==> src/rtl/button_event_scheduler.sv <==
// Button event scheduler: per-button edge detect with hold-to-repeat timing,
// round-robin arbitration of pending events onto one valid/ready output.
module button_event_scheduler #(
   parameter int unsigned NUM_BTN   = 4,
   parameter int unsigned CLK_FREQ  = 100_000_000,
   parameter int unsigned HOLD_MS   = 500,
   parameter int unsigned REPEAT_MS = 100
) (
   input  logic                       clk,
   input  logic                       reset,
   input  logic [NUM_BTN-1:0]         btn_level,
   output logic                       evt_valid,
   input  logic                       evt_ready,
   output logic [$clog2(NUM_BTN)-1:0] evt_id,
   output logic                       evt_repeat,
   output logic                       overrun
);

   localparam int unsigned ID_W       = $clog2(NUM_BTN);
   localparam int unsigned IDX_W      = ID_W + 1;
   localparam int unsigned HOLD_CYC   = CLK_FREQ / 1000 * HOLD_MS;
   localparam int unsigned REPEAT_CYC = CLK_FREQ / 1000 * REPEAT_MS;
   localparam int unsigned MAX_CYC    = (HOLD_CYC > REPEAT_CYC) ? HOLD_CYC : REPEAT_CYC;
   localparam int unsigned CNT_W      = $clog2(MAX_CYC + 1);

   localparam logic [1:0] S_IDLE = 2'd0;
   localparam logic [1:0] S_HOLD = 2'd1;
   localparam logic [1:0] S_RPT  = 2'd2;

   logic [1:0]       state_q [NUM_BTN];
   logic [1:0]       state_d [NUM_BTN];
   logic [CNT_W-1:0] cnt_q   [NUM_BTN];
   logic [CNT_W-1:0] cnt_d   [NUM_BTN];

   logic [NUM_BTN-1:0] prev_q;
   logic [NUM_BTN-1:0] pending_q, pending_d;
   logic [NUM_BTN-1:0] rpt_q, rpt_d;
   logic [ID_W-1:0]    rr_ptr_q, rr_ptr_d;
   logic               valid_q, valid_d;
   logic [ID_W-1:0]    id_q, id_d;
   logic               repeat_q, repeat_d;
   logic               overrun_q, overrun_d;

   logic [NUM_BTN-1:0] set_c;
   logic [NUM_BTN-1:0] set_rpt_c;
   logic [NUM_BTN-1:0] gnt_oh_c;
   logic [ID_W-1:0]    gnt_c;
   logic               found_c;
   logic               free_c;

   // Per-button press/hold/repeat FSMs; release always returns to idle.
   always_comb begin
      state_d   = state_q;
      cnt_d     = cnt_q;
      set_c     = '0;
      set_rpt_c = '0;
      for (int unsigned i = 0; i < NUM_BTN; i++) begin
         if (!btn_level[i]) begin
            state_d[i] = S_IDLE;
            cnt_d[i]   = '0;
         end else begin
            case (state_q[i])
               S_IDLE: begin
                  if (!prev_q[i]) begin
                     set_c[i]   = 1'b1;
                     cnt_d[i]   = CNT_W'(1);
                     state_d[i] = S_HOLD;
                  end
               end
               S_HOLD: begin
                  if (cnt_q[i] == CNT_W'(HOLD_CYC)) begin
                     set_c[i]     = 1'b1;
                     set_rpt_c[i] = 1'b1;
                     cnt_d[i]     = CNT_W'(1);
                     state_d[i]   = S_RPT;
                  end else begin
                     cnt_d[i] = cnt_q[i] + CNT_W'(1);
                  end
               end
               S_RPT: begin
                  if (cnt_q[i] == CNT_W'(REPEAT_CYC)) begin
                     set_c[i]     = 1'b1;
                     set_rpt_c[i] = 1'b1;
                     cnt_d[i]     = CNT_W'(1);
                  end else begin
                     cnt_d[i] = cnt_q[i] + CNT_W'(1);
                  end
               end
               default: begin
                  state_d[i] = S_IDLE;
                  cnt_d[i]   = '0;
               end
            endcase
         end
      end
   end

   // Round-robin grant: first pending index at or after rr_ptr, wrapping.
   always_comb begin
      logic [IDX_W-1:0] idx_w;
      logic [ID_W-1:0]  idx;
      free_c   = !valid_q || evt_ready;
      found_c  = 1'b0;
      gnt_c    = '0;
      gnt_oh_c = '0;
      idx_w    = '0;
      idx      = '0;
      for (int unsigned off = 0; off < NUM_BTN; off++) begin
         idx_w = {1'b0, rr_ptr_q} + IDX_W'(off);
         if (idx_w >= IDX_W'(NUM_BTN)) begin
            idx_w = idx_w - IDX_W'(NUM_BTN);
         end
         idx = idx_w[ID_W-1:0];
         if (!found_c && pending_q[idx]) begin
            found_c = 1'b1;
            gnt_c   = idx;
         end
      end
      if (free_c && found_c) begin
         gnt_oh_c[gnt_c] = 1'b1;
      end
   end

   // Pending bookkeeping and output register load.
   always_comb begin
      pending_d = pending_q;
      rpt_d     = rpt_q;
      overrun_d = 1'b0;
      rr_ptr_d  = rr_ptr_q;
      valid_d   = valid_q;
      id_d      = id_q;
      repeat_d  = repeat_q;
      for (int unsigned i = 0; i < NUM_BTN; i++) begin
         if (gnt_oh_c[i]) begin
            pending_d[i] = 1'b0;
         end
         if (set_c[i]) begin
            // A merged event keeps press semantics if either one was a press.
            if (pending_q[i] && !gnt_oh_c[i]) begin
               overrun_d = 1'b1;
               rpt_d[i]  = rpt_q[i] & set_rpt_c[i];
            end else begin
               rpt_d[i] = set_rpt_c[i];
            end
            pending_d[i] = 1'b1;
         end
      end
      if (free_c) begin
         if (found_c) begin
            valid_d  = 1'b1;
            id_d     = gnt_c;
            repeat_d = rpt_q[gnt_c];
            rr_ptr_d = (gnt_c == ID_W'(NUM_BTN - 1)) ? '0 : gnt_c + ID_W'(1);
         end else begin
            valid_d = 1'b0;
         end
      end
   end

   always_ff @(posedge clk) begin
      prev_q <= btn_level;
      if (reset) begin
         for (int unsigned i = 0; i < NUM_BTN; i++) begin
            state_q[i] <= S_IDLE;
            cnt_q[i]   <= '0;
         end
         pending_q <= '0;
         rpt_q     <= '0;
         rr_ptr_q  <= '0;
         valid_q   <= 1'b0;
         id_q      <= '0;
         repeat_q  <= 1'b0;
         overrun_q <= 1'b0;
      end else begin
         state_q   <= state_d;
         cnt_q     <= cnt_d;
         pending_q <= pending_d;
         rpt_q     <= rpt_d;
         rr_ptr_q  <= rr_ptr_d;
         valid_q   <= valid_d;
         id_q      <= id_d;
         repeat_q  <= repeat_d;
         overrun_q <= overrun_d;
      end
   end

   assign evt_valid  = valid_q;
   assign evt_id     = id_q;
   assign evt_repeat = repeat_q;
   assign overrun    = overrun_q;

endmodule

==> config.mk <==
export PLATFORM = sky130hd
export DESIGN_NAME = button_event_scheduler
export DESIGN_NICKNAME = d
export VERILOG_FILES = /design/src/rtl/button_event_scheduler.sv
export SDC_FILE = /design/constraint.sdc
export NUM_CORES = 1
export LEC_CHECK = 0
export ABC_AREA = 1
export CAP_MARGIN = 20
export CORE_MARGIN = 8
export CORE_UTILIZATION = 58
export DETAILED_ROUTE_END_ITERATION = 16
export PLACE_DENSITY = 0.82
export SYNTH_ARGS = -nofsm -noshare
export SYNTH_HDL_FRONTEND = slang
export SYNTH_SLANG_ARGS = --single-unit
==> constraint.sdc <==
create_clock -name clk -period 1.9 [get_ports clk]
set_input_delay 0.475 -clock clk [delete_from_list [all_inputs] [get_ports clk]]
set_output_delay 0.475 -clock clk [all_outputs]
set_load 0.01 [all_outputs]
## After elaboration in Yosys (flattened, before gate mapping)

Index checks and enable logic that the tools add are counted.

| operators by class | value |
|---|---|
| eq/ne operators | 25 |
| bitwise logic cells | 12 |
| reductions and logical operators | 35 |
| $lt $le $gt $ge | 10 |
| muxes and demuxes | 103 |
| $add $sub $neg | 12 |

Operators by type and width:

| kind | number |
|---|---|
| two-way mux 26 bit | 12 |
| one-hot mux 26 bit (3 select lines) | 4 |
| adder 26 x 1 -> 26 bit (second input constant) | 4 |
| equality test 26 x 24 -> 1 bit (second input constant) | 4 |
| equality test 26 bit (second input constant) | 4 |
| two-way mux 1 bit | 51 |
| two-way mux 2 bit | 17 |
| one-hot mux 2 bit (3 select lines) | 4 |
| != test 2 bit (second input constant) | 8 |
| < comparator 2 x 3 -> 1 bit (second input constant) | 5 |
| one-hot mux 1 bit (3 select lines) | 4 |
| AND reduction 3 bit | 4 |
| binary-select mux 1 bit (select 2 bit) | 5 |
| equality test 2 bit (second input constant) | 5 |
| greater-or-equal comparator 3 bit (second input constant) | 3 |
| logical AND 1 bit | 9 |
| equality test 2 x 1 -> 1 bit (second input constant) | 4 |
| logical NOT 1 bit | 8 |
| logical NOT 2 bit | 4 |
| inverter 1 bit | 8 |
| one-hot mux 1 bit (2 select lines) | 4 |
| nonzero test 2 bit | 4 |
| OR reduction 2 bit | 4 |
| subtractor 2 x 1 -> 2 bit (second input constant) | 4 |
| other kinds (10) | 14 |

| storage, ports and cells | value |
|---|---|
| flip-flop bits (word level) | 131 |
| logic and storage cells | 219 |
| output and inout bits | 5 |

## Depth between registers and ports, before layout

| depth | value |
|---|---|
| word-level depth | 29 |
| gate-level depth with buffers | 19 |

## Least setup slack after synthesis

Ideal clock, no wire load.

| path | value |
|---|---|
| path kind | reg2reg |
| from | reg rr_ptr_q[0] |
| to | reg overrun_q (netlist: overrun) |
| slack | -33 ps |
| setup time | 128 ps |
| period minus slack after synthesis | 1933 ps |
| buffers on the path | 1 |
| data arrival time | 1805 ps |
| stages on the path, launching flop included | 19 |
| data required time | 1772 ps |
| path through | dfxtp_1 > buf_4 > inv_4 > nand2_1 > nand3_1 > nand2_1 > nor2_4 > nand3_1 > nand3_1 > nand2_1 > inv_1 > ha_1 > inv_1 > o21ai_2 > inv_1 > nand2_1 > nand2_1 > nor2_1 > nor2_1 |

| between the ends | value |
|---|---|
| cells in the longest elaborated chain, start to end | 29 |
| elaborated cells on any way between the ends | 60 |
| classes of those cells | add/sub: 7; order compare: 6; mux: 31; reduce/logical: 16 |

RTL lines:

| item | RTL line | source |
|---|---|---|
| start, declared | 38 | `logic [ID_W-1:0] rr_ptr_q, rr_ptr_d;` |
| start signal, assigned | 179 | `rr_ptr_q <= rr_ptr_d;` |
| branches (longest 13 deep; another with adder 2 x 1 -> 3 bit) | - |  |
| two-way mux 2 bit (*) | 114 | `if (!found_c && pending_q[idx]) begin` |
| net gnt_c[1] | 47 | `logic [ID_W-1:0] gnt_c;` |
| < comparator 2 x 3 -> 1 bit (implied by the code) / greater-or-equal comparator 2 x 1 -> 1 bit (equally long branches) | 120 | `gnt_oh_c[gnt_c] = 1'b1;` |
| logical AND 1 bit (implied by the code) | 120 |  |
| two-way mux 1 bit (implied by the code) | 120 |  |
| demux 1 bit (select 2 bit) (*) | 120 |  |
| two-way mux 4 bit (*) | 119 | `if (free_c && found_c) begin` |
| [... 2 more ...] | - |  |
| two-way mux 1 bit | 139 | `if (pending_q[i] && !gnt_oh_c[i]) begin` |
| two-way mux 1 bit | 137 | `if (set_c[i]) begin` |
| two-way mux 1 bit | 139 |  |
| two-way mux 1 bit | 137 |  |
| two-way mux 1 bit | 139 |  |
| two-way mux 1 bit | 137 |  |
| two-way mux 1 bit | 139 |  |
| two-way mux 1 bit (*) | 137 |  |
| end signal, assigned | 183 | `overrun_q <= overrun_d;` |
| end, declared | 42 | `logic overrun_q, overrun_d;` |

Mark *: on every way through the listed nets, which the timed path passes. The select of a mux whose other input is x is not followed.
A chain may end at the register's enable or synchronous reset.

## Worst setup path after layout

Same ends and word-level chain as after synthesis.

==> metrics.cfg <==
[worst_setup_path]
crit_type=flip-flop to flip-flop
crit_path_end_kind=flip-flop
cp_data_arrival_time_ps=2460
r2r-start=rr_ptr_q[0]
rrSetupSlack_ps=-240
startpoint_type_of_the_worst_setup_path=flip-flop
reg2reg_end=overrun
crit_path_max_fanout=4
r2r.worst_path.cells=18
critPathRequiredTime_ps=2220

[placed_design]
place_congestion=0.956
post-dp-hpwl_mm=16.0
number_of_i_o_port_buffers=11
dp_worst_setup_slack_ps=-263

[synthesis]
ys_seq_area_share_pct=30.5
synth.yosys.warnings=0
synth_edf_count=0
synth_area_sq_um=8590
synth_async_sr_flop_share_pct=0
synth.net_count=1345
synth_cell_type_count=48
synth_cells=1306
avgSynthCellArea_sq_um=6.58
postSynthRegisterBits=131
yosys_most_used_dff=dfxtp_1

[power_and_ir_drop]
power.sequential.fraction_pct=30.1
cell_internal_pwr_mw=6.61
comb_power_share_pct=32.2
power.clock.fraction_pct=37.7
p_per_area_nw_per_um2=893
fin_total_pwr_mw=9.82
vdd_ir_drop_max_uv=1020
p_leak_nw=4.19
power_switching_mw=3.21
switch_share_pct=32.7

[detailed_routing]
detailedRoute.firstIterationViolations=1051
num_vias=9494
sum_of_routed_wire_length_over_all_layers_mm=25.4
top_layer=met4
detail_route.first_pass.iterations=8
number_of_drc_violations_after_detailed_routing=0
route.antenna.remaining_nets=0
routed_wire_length_per_instance_microns=15.7
met3WireLength_mm=1.85
vias_per_cell=5.88
m1WireLength_mm=10.1
detailed_route_wirelength_on_metal2_mm=12.6

[sta]
setup_repair_after_global_routing_missed_its_margin=yes
report.final.setup_viol=15
final_clock_period_utilization_by_the_worst_path_pct=112
timing.max_slew.rel_slack_pct=71.6
timing.final.ws_setup_ps=-236
worst_slew_pin_slew_ps=424
hold_viol=0
timing_max_transition_violations_final=0
clock-skew-final_ps=8.38
post_layout_minimum_cycle_time_ps=2140
fmax_ghz=0.468

[run]
drv.max_cap_violation_count=0

[worst_hold_path]
hold-path-cell-count=2
end_point_of_the_worst_hold_path=cnt_q[1]
min_delay_startpoint=cnt_q[1]
worst_hold_path_type=flip-flop to flip-flop

[cells_and_area]
layout-area-overhead-vs-synth_pct=28.0
antenna-diode-count=0
design.final.nets=1456
drive_above_1_share_pct=25.1

[global_route]
grt_antenna_before_repair=0
first_global_vias=8432
global_route_wire_length_before_repair_mm=37.3
globalRoute.totalOverflow=0
gr-usage-all-layers_pct=23.7
grt_max_degree=23

[clock_tree]
holdBufCountCts=0
clkSlewWorstSetupHoldPaths_ps=60
insertion_delay_ps=420
ctsRootBufferMaster=clkbuf_16
cts.sink_count=131
clock_tree.buffer_depth=2
cts_tree=built
clock_tree.htree_level_count=4
cts-buffers-inserted=17

[floorplanning]
floorplan_die_height_microns=138
design.portCount=12
die_w_microns=138
floorplan.core_area_sq_um=14500
initial_utilization_pct=59.1
fp-row-count=44
die-area_sq_um=19000

[run_status]
failing_checks=negative setup slack
outcome=finished with violations

## worst max-delay path by stage
stage | start | to | slack (ps)
floorplan | rr_ptr_q[0] | rpt_q[1] | 9
global placement | rr_ptr_q[0] | overrun | -140
detailed placement | rr_ptr_q[0] | overrun | -260
CTS | rr_ptr_q[0] | overrun | -180
global route | rr_ptr_q[0] | overrun | -350
finish | rr_ptr_q[0] | overrun | -240
## cells by family after synthesis
group	synth area share [%]
AO/OA/AOI/OAI	7.13
XOR/XNOR	4.89
adder cells (fa/ha/maj)	4.66
buffers and inverters	9.45
flip-flops	30.5
AND/OR/NAND/NOR	43.4
## metrics by stage
step	cells	setup TNS [ps]	hold slack (ps)	utilization (%)	instance area, sq um
after floorplan	1306	0	437	-	8610
after global placement	1558	-470	467	64.9	9430
after detailed placement	1558	-1480	488	64.9	9430
after CTS	1593	-477	502	70.1	10200
after global routing	1614	-4700	514	75.7	11000
final	1614	-1310	494	75.7	11000
## layout by cell type (no fill, tap or decap), drive strengths merged, types with 6 or more instances in the layout
cell type      instances
nand4                 67
inv                  172
o21ai                 32
buf                  102
nor2                 220
clkdlybuf4s50         11
nor3                  67
a21oi                 63
nor4                  11
nor3b                  9
xnor2                  6
nand3                118
dfxtp                131
clkbuf                22
nand2                292
xor2                  42
ha                    32
## critical path: stages (launching register included)
cell	delay [ps]
dfxtp_4	360
buf_6	120
buf_6	100
nand2_2	60
nand2_2	70
nand2_2	60
nand2_2	60
nor2_4	160
nand3_2	90
nand3_2	90
nand2_2	80
inv_2	90
buf_6	110
ha_4	120
nand3_2	80
nand4_1	120
nand2_1	70
nor2_1	120
nor2_1	50
## layout make-up
cell class	count	area [sq um]
Multi-Input combinational cell	980	5810
Fill cell	1032	3530
Sequential cell	131	2670
Timing Repair Buffer	115	968
Inverter	172	661
Clock buffer	20	467
Tap cell	184	230
Clock inverter	12	201
## cell usage after synthesis, types with 6 or more instances
library cell  number  share of area (%)
nor3_1            60                3.5
ha_1              32                4.7
nand2_2           16                1.2
o21ai_0           30                1.7
nor3b_1            9               0.79
nor2_2            29                2.1
nand4_1           66                4.8
nand3_1          112                6.5
a21oi_1           63                3.7
inv_1            164                7.2
dfxtp_1          131                 31
xor2_1            42                4.3
clkbuf_1          11               0.48
buf_2              9               0.52
xnor2_1            6               0.61
nand2_1          266                 12
nor3_2             6               0.70
nor4_1             9               0.66
inv_2              6               0.26
nor2_1           187                8.2
## routing by layer
metal | vias to the layer above | track usage (%)
li1 | 4510 | -
met1 | 4384 | 28.5
met2 | 498 | 40.4
met3 | 102 | 5.29
met4 | 0 | 8.66
met5 | - | 0
## power by group through the flow
stage               clock network, mW  registers [mW]  logic, mW
global placement                    0            2.99       2.04
finish                           3.70            2.96       3.16
floorplan                           0            2.98       1.31
detailed placement                  0            3.00       2.10
CTS                              3.72            2.94       2.34
global route                     3.86            2.97       3.37
## flip-flops by register name (all words and copies together), names as in the netlist, 2 cells and up
name / flops
state_q: 8
rr_ptr_q: 2
cnt_q: 104
pending_q: 4
prev_q: 4
evt_id: 2
rpt_q: 4
## timing repair
item	CTS	global route
buffers inserted	3	15
setup endpoints to repair	14	101
cloned	0	7
gates resized for setup	24	163
pin swaps	17	62
(Power assumes the default switching activity.)
